<file path="src/rtl/nco_phase_acc_if.sv">
// Angle stream port between the phase accumulator and the nco.
// The producer drives dat/req and the consumer answers with ack.
interface nco_phase_acc_if #(
    parameter int AW = 32
);
    logic [AW-1:0] dat;
    logic          req;
    logic          ack;

    modport master (
        output dat,
        output req,
        input  ack
    );

    modport slave (
        input  dat,
        input  req,
        output ack
    );
endinterface

</file>
<file path="src/rtl/nco_phase_acc.sv">
// Phase-accumulator front end for the nco pipeline.
// Produces a stream of AW-bit angles for continuous tones and linear chirps.
// Retuning and sweep wrap-around keep the phase continuous.
// Every output is a flop, so there is no combinational path from ack to req or dat.
module nco_phase_acc #(
    parameter int AW = 32
) (
    input  logic                 clk,
    input  logic                 reset_n,
    input  logic [1:0]           cfg_mode,
    input  logic [AW-1:0]        cfg_ftw,
    input  logic [AW-1:0]        cfg_dftw,
    input  logic [AW-1:0]        cfg_ftw_end,
    input  logic [AW-1:0]        cfg_ofs,
    input  logic                 start,
    input  logic                 stop,
    input  logic                 sync,
    input  logic                 cfg_upd,
    nco_phase_acc_if.master      i_angle,
    output logic                 busy,
    output logic                 done
);

    typedef enum logic {
        IDLE,
        RUN
    } state_t;

    state_t        state, state_nxt;

    logic [AW-1:0] acc, acc_nxt;
    logic [AW-1:0] ftw_r, ftw_nxt;
    logic [AW-1:0] ftw_start_r, ftw_start_nxt;
    logic [AW-1:0] dftw_r, dftw_nxt;
    logic [AW-1:0] end_r, end_nxt;
    logic [AW-1:0] ofs_r, ofs_nxt;
    logic [1:0]    mode_r, mode_nxt;
    logic          sync_pend, sync_pend_nxt;
    logic          stop_pend, stop_pend_nxt;
    logic [AW-1:0] dat_r, dat_nxt;
    logic          req_r, req_nxt;
    logic          busy_nxt;
    logic          done_nxt;

    logic          xfer;
    logic          sweep;
    logic          terminal;
    logic          last_xfer;

    assign i_angle.dat = dat_r;
    assign i_angle.req = req_r;

    // Handshake and sweep-end detection; mode 3 behaves like continuous mode.
    assign xfer      = req_r & i_angle.ack;
    assign sweep     = (mode_r == 2'd1) || (mode_r == 2'd2);
    assign terminal  = sweep && (dftw_r[AW-1] ? ($signed(ftw_r) <= $signed(end_r))
                                              : ($signed(ftw_r) >= $signed(end_r)));
    assign last_xfer = xfer && (stop_pend || stop || (terminal && (mode_r == 2'd1)));

    // State register plus all datapath/output flops, cleared asynchronously.
    always_ff @(posedge clk or negedge reset_n) begin
        if (!reset_n) begin
            state       <= IDLE;
            acc         <= '0;
            ftw_r       <= '0;
            ftw_start_r <= '0;
            dftw_r      <= '0;
            end_r       <= '0;
            ofs_r       <= '0;
            mode_r      <= 2'd0;
            sync_pend   <= 1'b0;
            stop_pend   <= 1'b0;
            dat_r       <= '0;
            req_r       <= 1'b0;
            busy        <= 1'b0;
            done        <= 1'b0;
        end else begin
            state       <= state_nxt;
            acc         <= acc_nxt;
            ftw_r       <= ftw_nxt;
            ftw_start_r <= ftw_start_nxt;
            dftw_r      <= dftw_nxt;
            end_r       <= end_nxt;
            ofs_r       <= ofs_nxt;
            mode_r      <= mode_nxt;
            sync_pend   <= sync_pend_nxt;
            stop_pend   <= stop_pend_nxt;
            dat_r       <= dat_nxt;
            req_r       <= req_nxt;
            busy        <= busy_nxt;
            done        <= done_nxt;
        end
    end

    // Next-state logic: start leaves IDLE, the last transfer of a run returns to it.
    always_comb begin
        state_nxt = state;
        case (state)
            IDLE: if (start) state_nxt = RUN;
            RUN:  if (last_xfer) state_nxt = IDLE;
            default: state_nxt = IDLE;
        endcase
    end

    // Next values for the accumulator, tuning word, pending flags and registered outputs.
    always_comb begin
        acc_nxt       = acc;
        ftw_nxt       = ftw_r;
        ftw_start_nxt = ftw_start_r;
        dftw_nxt      = dftw_r;
        end_nxt       = end_r;
        ofs_nxt       = ofs_r;
        mode_nxt      = mode_r;
        sync_pend_nxt = sync_pend;
        stop_pend_nxt = stop_pend;
        dat_nxt       = dat_r;
        req_nxt       = req_r;
        busy_nxt      = busy;
        done_nxt      = 1'b0;
        case (state)
            IDLE: begin
                if (start) begin
                    ftw_nxt       = cfg_ftw;
                    ftw_start_nxt = cfg_ftw;
                    dftw_nxt      = cfg_dftw;
                    end_nxt       = cfg_ftw_end;
                    ofs_nxt       = cfg_ofs;
                    mode_nxt      = cfg_mode;
                    acc_nxt       = '0;
                    dat_nxt       = cfg_ofs;
                    req_nxt       = 1'b1;
                    busy_nxt      = 1'b1;
                    sync_pend_nxt = 1'b0;
                    stop_pend_nxt = 1'b0;
                end
            end
            RUN: begin
                if (xfer) begin
                    acc_nxt       = (sync_pend || sync) ? '0 : acc + ftw_r;
                    dat_nxt       = acc_nxt + ofs_r;
                    sync_pend_nxt = 1'b0;
                    if (sweep) begin
                        if (terminal) begin
                            done_nxt = 1'b1;
                            if (mode_r == 2'd2) ftw_nxt = ftw_start_r;
                        end else begin
                            ftw_nxt = ftw_r + dftw_r;
                        end
                    end
                    if (last_xfer) begin
                        req_nxt       = 1'b0;
                        busy_nxt      = 1'b0;
                        stop_pend_nxt = 1'b0;
                    end
                end else begin
                    if (sync) sync_pend_nxt = 1'b1;
                    if (stop) stop_pend_nxt = 1'b1;
                end
                if (cfg_upd && !sweep) ftw_nxt = cfg_ftw;
            end
            default: ;
        endcase
    end

endmodule
</file>
<file path="src/flat_wrapper.sv">
// flat-port wrapper written by rule: the top's interface ports become plain ports
module nco_phase_acc_flat 
#(
    parameter int AW = 32
)
  (clk, reset_n, cfg_mode, cfg_ftw, cfg_dftw, cfg_ftw_end, cfg_ofs, start, stop, sync, cfg_upd, busy, done, i_angle_dat, i_angle_req, i_angle_ack);
  nco_phase_acc_if #(.AW(AW)) i_angle_i ();
  input  logic clk;
  input  logic reset_n;
  input  logic [1:0] cfg_mode;
  input  logic [AW-1:0] cfg_ftw;
  input  logic [AW-1:0] cfg_dftw;
  input  logic [AW-1:0] cfg_ftw_end;
  input  logic [AW-1:0] cfg_ofs;
  input  logic start;
  input  logic stop;
  input  logic sync;
  input  logic cfg_upd;
  output logic busy;
  output logic done;
  output wire logic [$bits(i_angle_i.dat)-1:0] i_angle_dat;
  output wire logic [$bits(i_angle_i.req)-1:0] i_angle_req;
  input wire logic [$bits(i_angle_i.ack)-1:0] i_angle_ack;
  assign i_angle_dat = i_angle_i.dat;
  assign i_angle_req = i_angle_i.req;
  assign i_angle_i.ack = i_angle_ack;
  nco_phase_acc #(.AW(AW)) u_core (.clk(clk), .reset_n(reset_n), .cfg_mode(cfg_mode), .cfg_ftw(cfg_ftw), .cfg_dftw(cfg_dftw), .cfg_ftw_end(cfg_ftw_end), .cfg_ofs(cfg_ofs), .start(start), .stop(stop), .sync(sync), .cfg_upd(cfg_upd), .i_angle(i_angle_i), .busy(busy), .done(done));
endmodule
</file>
<file path="config.mk">
export PLATFORM = sky130hd
export DESIGN_NAME = nco_phase_acc_flat
export DESIGN_NICKNAME = d
export VERILOG_FILES = /design/src/rtl/nco_phase_acc_if.sv /design/src/rtl/nco_phase_acc.sv /design/src/flat_wrapper.sv
export SDC_FILE = /design/constraint.sdc
export NUM_CORES = 1
export LEC_CHECK = 0
export ABC_AREA = 1
export BUFFER_PORTS_ARGS = -buffer_cell sky130_fd_sc_hd__buf_2
export CAP_MARGIN = 0
export CELL_PAD_IN_SITES_DETAIL_PLACEMENT = 2
export CELL_PAD_IN_SITES_GLOBAL_PLACEMENT = 2
export CORE_ASPECT_RATIO = 0.8
export CORE_MARGIN = 10
export CORE_UTILIZATION = 30
export CTS_CLUSTER_SIZE = 25
export DETAILED_ROUTE_END_ITERATION = 10
export GPL_TIMING_DRIVEN = 0
export PLACE_DENSITY = 0.72
export SKIP_LAST_GASP = 1
export SLEW_MARGIN = 10
export SYNTH_ARGS = -nofsm -noshare
export SYNTH_HDL_FRONTEND = slang
export SYNTH_SLANG_ARGS = --single-unit
</file>
<file path="constraint.sdc">
create_clock -name clk -period 3.5 [get_ports clk]
set_clock_uncertainty 0.15 [all_clocks]
set_input_delay 0.7 -clock clk [delete_from_list [all_inputs] [get_ports clk]]
set_output_delay 0.7 -clock clk [all_outputs]
set_load 0.01 [all_outputs]
</file>
==> After elaboration in Yosys (flattened, before gate mapping) <==
Index checks and enable logic that the tools add are counted.
{ "totals": {"elab_cells": 79, "output_inout_bits": 35, "input_bits": 137, "register_bits": 231} }
{ "op_classes": {"n_bitwise": 2, "magnitude_cmp": 2, "n_eq_ne": 11, "addsub": 3, "mux": 33, "n_reduce_logical": 15} }
{ "ops": {"columns": ["cell", "count"], "rows": [
  ["$mux 32", 11],
  ["$pmux 32 s2", 3],
  ["$add 32x32->32", 3],
  ["$ge 32x32->1", 1],
  ["$le 32x32->1", 1],
  ["$mux 1", 15],
  ["$ne 3x3->1 const B", 5],
  ["$pmux 1 s2", 4],
  ["$ne 2x2->1 const B", 3],
  ["$reduce_and 2->1", 3],
  ["$reduce_and 3->1", 2],
  ["$logic_and 1x1->1", 4],
  ["$logic_or 1x1->1", 4],
  ["$ne 4x4->1 const B", 1],
  ["$reduce_and 4->1", 1],
  ["$eq 2x1->1 const B", 1],
  ["$eq 2x2->1 const B", 1],
  ["$and 1x1->1", 1],
  ["$logic_not 1->1", 1],
  ["$not 1->1", 1]
]} }

==> Longest topological paths before layout <==
{ "logic_depth": {"word_depth": 9, "mapped_depth": 33, "ltp_nobuf": 33} }

==> Least setup slack after synthesis <==
OpenSTA, ideal clock, no wires.
{ "synth_timing": {"path_kind": "register to register", "start": "register u_core.ftw_r[0]", "end": "register u_core.dat_r[31], in the netlist u_core.i_angle.dat[31]", "setup_ps": 116, "t_arrival_ps": 3459, "n_path_buf": 0, "stages_incl_launch_ff": 31, "t_required_ps": 3234, "synth_period_minus_slack_ps": 3725, "setup_slack_ps": -225, "path_cell_list": "dfrtp_1 > ha_1 > inv_1 > fa_1 > inv_1 > nand3_2 > nand3_2 > nand2_2 > nand2_1 > nand2_1 > nand2_1 > nand2_1 > nand2_2 > nand2_1 > nand2_1 > nand2_1 > nand2_2 > nand2_1 > nand2_1 > nand2_1 > nand3b_4 > inv_1 > ha_1 > a21oi_1 > nor3_1 > a2111oi_0 > nand3_1 > nand2_1 > nand3_1 > nand2_1 > nand2_1"} }
{ "synth_via": {"elab_chain_cells": 5} }
{ "synth_rtl": {"columns": ["element", "line_no", "source"], "rows": [
  ["start, declared", "nco_phase_acc.sv:32", "logic [AW-1:0] ftw_r, ftw_nxt;"],
  ["start signal, assigned", "nco_phase_acc.sv:80", "ftw_r <= ftw_nxt;"],
  ["$add 32x32->32", "nco_phase_acc.sv:139", "acc_nxt = (sync_pend || sync) ? '0 : acc + ftw_r;"],
  ["$mux 32", "nco_phase_acc.sv:139", null],
  ["$add 32x32->32", "nco_phase_acc.sv:140", "dat_nxt = acc_nxt + ofs_r;"],
  ["$mux 32", "nco_phase_acc.sv:138", "if (xfer) begin"],
  ["$pmux 32 s2", "nco_phase_acc.sv:120", "case (state)"],
  ["end signal, assigned", "nco_phase_acc.sv:88", "dat_r <= dat_nxt;"],
  ["end, declared", "nco_phase_acc.sv:40", "logic [AW-1:0] dat_r, dat_nxt;"]
]} }
No other way between the ends. The select of a mux whose other input is x is not followed.
A chain may end at the register's enable or synchronous reset.

==> Worst setup path after layout <==
{ "layout_timing": {"start": "register u_core.ftw_r[2]", "end": "register u_core.dat_r[29], in the netlist u_core.i_angle.dat[29]"} }
The elaborated chain is that of the path after synthesis.

==> flow_metrics.env <==
export IMPL_nFillCells=5897
export IMPL_crit_required_ns=3.83
export IMPL_worst_path_buf_inv=4
export IMPL_ctsLongestPathBuffers=3
export IMPL_cts_root_buf="clkbuf_16"
export IMPL_cts_buffers=30
export IMPL_final_area_um2=20630
export IMPL_crit_family="simple AND/OR/NAND/NOR gates"
export IMPL_status="finished, violations left"
export IMPL_drv_slew=0
export IMPL_violations="negative setup slack"
export IMPL_final_cell_mix="nand2_1, dfrtp_1, inv_1"
export IMPL_chipHeight_um=223.5
export IMPL_drive_gt1_share_pct=24.68
export IMPL_ys_ff_latch=231
export IMPL_grt_pass1_vias=17750
export IMPL_grt_first_pass_wirelength_mm=107.5
export IMPL_slowest_delay_ns=0.45
export IMPL_synth_distinct_cells=50
export IMPL_ys_flop_type="dfrtp_1"
export IMPL_vias=16310
export IMPL_globalRouteTotalUtil_pct=22.36
export IMPL_top_usage_layer="met2"
export IMPL_synthSimpleGateAreaFrac_pct=27.87
export IMPL_use_met1_pct=31.51
export IMPL_max_freq_mhz=243.5
export IMPL_synth_top_family_by_area="simple AND/OR/NAND/NOR gates"
export IMPL_synth_edf_count=0
export IMPL_multi_input_area_um2=10010
export IMPL_cts_sinks=231
export IMPL_placed_area_um2=17380
export IMPL_ios=172
export IMPL_synthesis_nets=2406
export IMPL_gr_usage_met3_pct=2.406
export IMPL_slowest_stage="dfrtp_2"
export IMPL_syn_area_um2=15530
export IMPL_clk_pin_slew_ns=0.06
export IMPL_synth_seq_area_share_pct=37.21
export IMPL_placed_cells=2997
export IMPL_synth_compound_area_share_pct=14.38
export IMPL_worstPathArrival_ns=4.44
export IMPL_design_die_area_um2=61340
export IMPL_antenna_found_initial=2
export IMPL_syn2layout_area_growth_pct=32.80
export IMPL_met2_usage_pct=36.74
export IMPL_antenna_left=0
export IMPL_cellPowerDensity_nw_per_um2=1207
export IMPL_drc=0
export IMPL_insertion_delay_ns=0.61
export IMPL_viasPerCell=5.179
export IMPL_timing_final_ws_setup_ns=-0.6076
export IMPL_fin_cells=3149
export IMPL_synth_area_per_cell_um2=7.259
export IMPL_cts_max_level=1
export IMPL_grt_ovfl_total=0
export IMPL_ir_drop_mv=0.4918
export IMPL_synth_adder_area_share_pct=10.53
export IMPL_die_w_um=274.4
export IMPL_hold_violations=0
export IMPL_max_cap_violations=0
export IMPL_gp_congestion=0.9147
export IMPL_cp_end_kind="flop"
export IMPL_fin_nets=2706
export IMPL_tightest_slew_ns=1.022
export IMPL_grt_max_degree=93
export IMPL_start_util_pct=30.40
export IMPL_r2r_slack_ns=-0.61
export IMPL_rsz0062_at_grt="yes"
export IMPL_post_place_ws_ns=-1.304
export IMPL_yosys_warnings=0
export IMPL_core_area_um2=51110
export IMPL_hold_class="in -> reg"
export IMPL_final_common_cell="nand2_1"
export IMPL_drtPass1Iterations=5
export IMPL_relSlewSlack_pct=31.87
export IMPL_period_needed_ns=4.108
export IMPL_start_kind="flop"
export IMPL_place_hpwl_mm=52.46
export IMPL_routed_wl_mm=72.78
export IMPL_seq_area_um2=5803
export IMPL_synth_xor_area_share_pct=2.819
export IMPL_netlist_instances=2140
export IMPL_power_leakage_nw=10.62
export IMPL_muxShareOfSynthArea_pct=0
export IMPL_rows=74
export IMPL_async_reset_ff_share_pct=100.0
export IMPL_cts_tree="yes"
export IMPL_finalCritPeriodShare_pct=117.4
export IMPL_drt_iter0_drc=806
export IMPL_cp_max_fo=4
export IMPL_routedWlPerCell_um=23.11
export IMPL_port_buffers=171
export IMPL_setup_violations=21
export IMPL_crit_type="reg -> reg"
-- worst register-to-register path, stage by stage (launching register included) --
cell	delay, ns
dfrtp_2	0.45
ha_4	0.33
nand3_4	0.09
nand2_2	0.09
inv_2	0.05
nor2_2	0.09
nor2_2	0.07
o21ai_4	0.26
nand2_2	0.11
nand2_4	0.13
buf_4	0.12
buf_4	0.12
buf_4	0.14
a21oi_4	0.07
ha_4	0.30
nand2_8	0.08
nor4_4	0.26
nand4_1	0.17
nand3_2	0.16
nand4_1	0.14
nand3_2	0.17
nand3_2	0.10
nand3_1	0.08
nand3_1	0.10
nand2_1	0.08
nand2_1	0.05
-- timing repair --
item	CTS	global route
resized for setup	206	133
buffers inserted	59	35
pin swaps	56	69
hold buffers	1	0
endpoints found under the setup margin	41	56
hold endpoints to repair	62	0
-- routing by layer --
metal / up-vias / wire length (µm)
met5: - / 0
met4: 0 / 1341
met3: 74 / 2307
met2: 273 / 34540
met1: 8345 / 34600
li1: 7618 / -
-- final timing paths --
kind | start | endpoint | depth (start not counted)
worst min-delay path | cfg_dftw[13] | u_core.dftw_r[13] | 3
worst min register to register | u_core.i_angle.dat[28] | u_core.i_angle.dat[28] | 2
worst max register to register | u_core.ftw_r[2] | u_core.i_angle.dat[29] | 25
max in group asynchronous | reset_n | u_core.ofs_r[18] | 4
worst max-delay path | u_core.ftw_r[2] | u_core.i_angle.dat[29] | 25
min in group asynchronous | reset_n | u_core.dftw_r[30] | 2
-- cells in the mapped netlist (2+ instances only) --
master    count  share of area (%)
nor2_2        2              0.081
a22o_1       23                1.3
o21a_1       11               0.53
dfrtp_1     231                 37
o21ai_0     176                5.7
clkinv_1      2              0.048
ha_1        126                 10
o21ai_2       5               0.28
buf_6         2               0.14
inv_2         2              0.048
nor4_1        7               0.28
nand3_2       6               0.39
a31oi_1      14               0.56
buf_1         4              0.097
nor3_2        2               0.13
o211ai_1      3               0.14
nand2_1     703                 17
nand3b_1      3               0.14
nor2_1      158                3.8
nor3b_1       2              0.097
nand3_1     121                3.9
nor3_1       14               0.45
a21oi_1     127                4.1
nand4_1      18               0.72
clkbuf_8      3               0.27
a221oi_1      4               0.23
buf_2        11               0.35
o21ai_1       8               0.26
a21oi_2       3               0.17
o21bai_1      5               0.24
inv_1       206                5.0
xnor2_1      17               0.96
clkbuf_1     48                1.2
buf_4         2              0.097
fa_1          3               0.39
xor2_1       33                1.9
a21boi_0      2              0.097
and2_1        2              0.081
a21o_1        8               0.39
a211oi_1      4               0.19
nand2_2      10               0.40
-- cell families after synthesis --
kind of cell / count (synthesis)
AOI/OAI and AO/OA: 397
adders and majority gates: 129
buffers and inverters: 280
DFF: 231
xor gates and xnor gates: 50
and+or+nand+nor: 1053
-- flip-flops by register name, indices dropped and copies added, names as in the netlist, 2 cells and up --
register            cells
u_core.mode_r           2
u_core.ofs_r           32
u_core.end_r           32
u_core.acc             32
u_core.i_angle.dat     32
u_core.dftw_r          32
u_core.ftw_r           32
u_core.ftw_start_r     32
-- power by group --
part | switching, mW | internal [mW]
clock network | 1.37 | 2.37
logic | 10.4 | 5.71
registers | 1.10 | 3.96
-- stage by stage --
| step | utilization (%) | hold slack [ns] | power [mW] | TNS, ns |
|---|---|---|---|---|
| after floorplan | - | 0.2544 | 13.65 | -0.02422 |
| after global placement | 33.88 | 0.3042 | 17.64 | -726.93 |
| after detailed placement | 34.01 | 0.3135 | 18.31 | -21.12 |
| after CTS | 38.92 | 0.1204 | 23.67 | -5.117 |
| after global routing | 40.36 | 0.1464 | 26.88 | -13.42 |
| final | 40.37 | 0.1365 | 24.91 | -9.224 |
-- layout make-up --
cell class	count	share of cell area, %
Timing Repair Buffer	268	7.933
Buffer	70	1.734
Clock inverter	19	1.753
Inverter	210	3.839
Tap cell	684	4.148
Sequential cell	231	28.13
Clock buffer	37	3.912
Multi-Input combinational cell	1629	48.54
Antenna cell	1	0.01213
No activity file was read; power rests on OpenSTA's default activity.
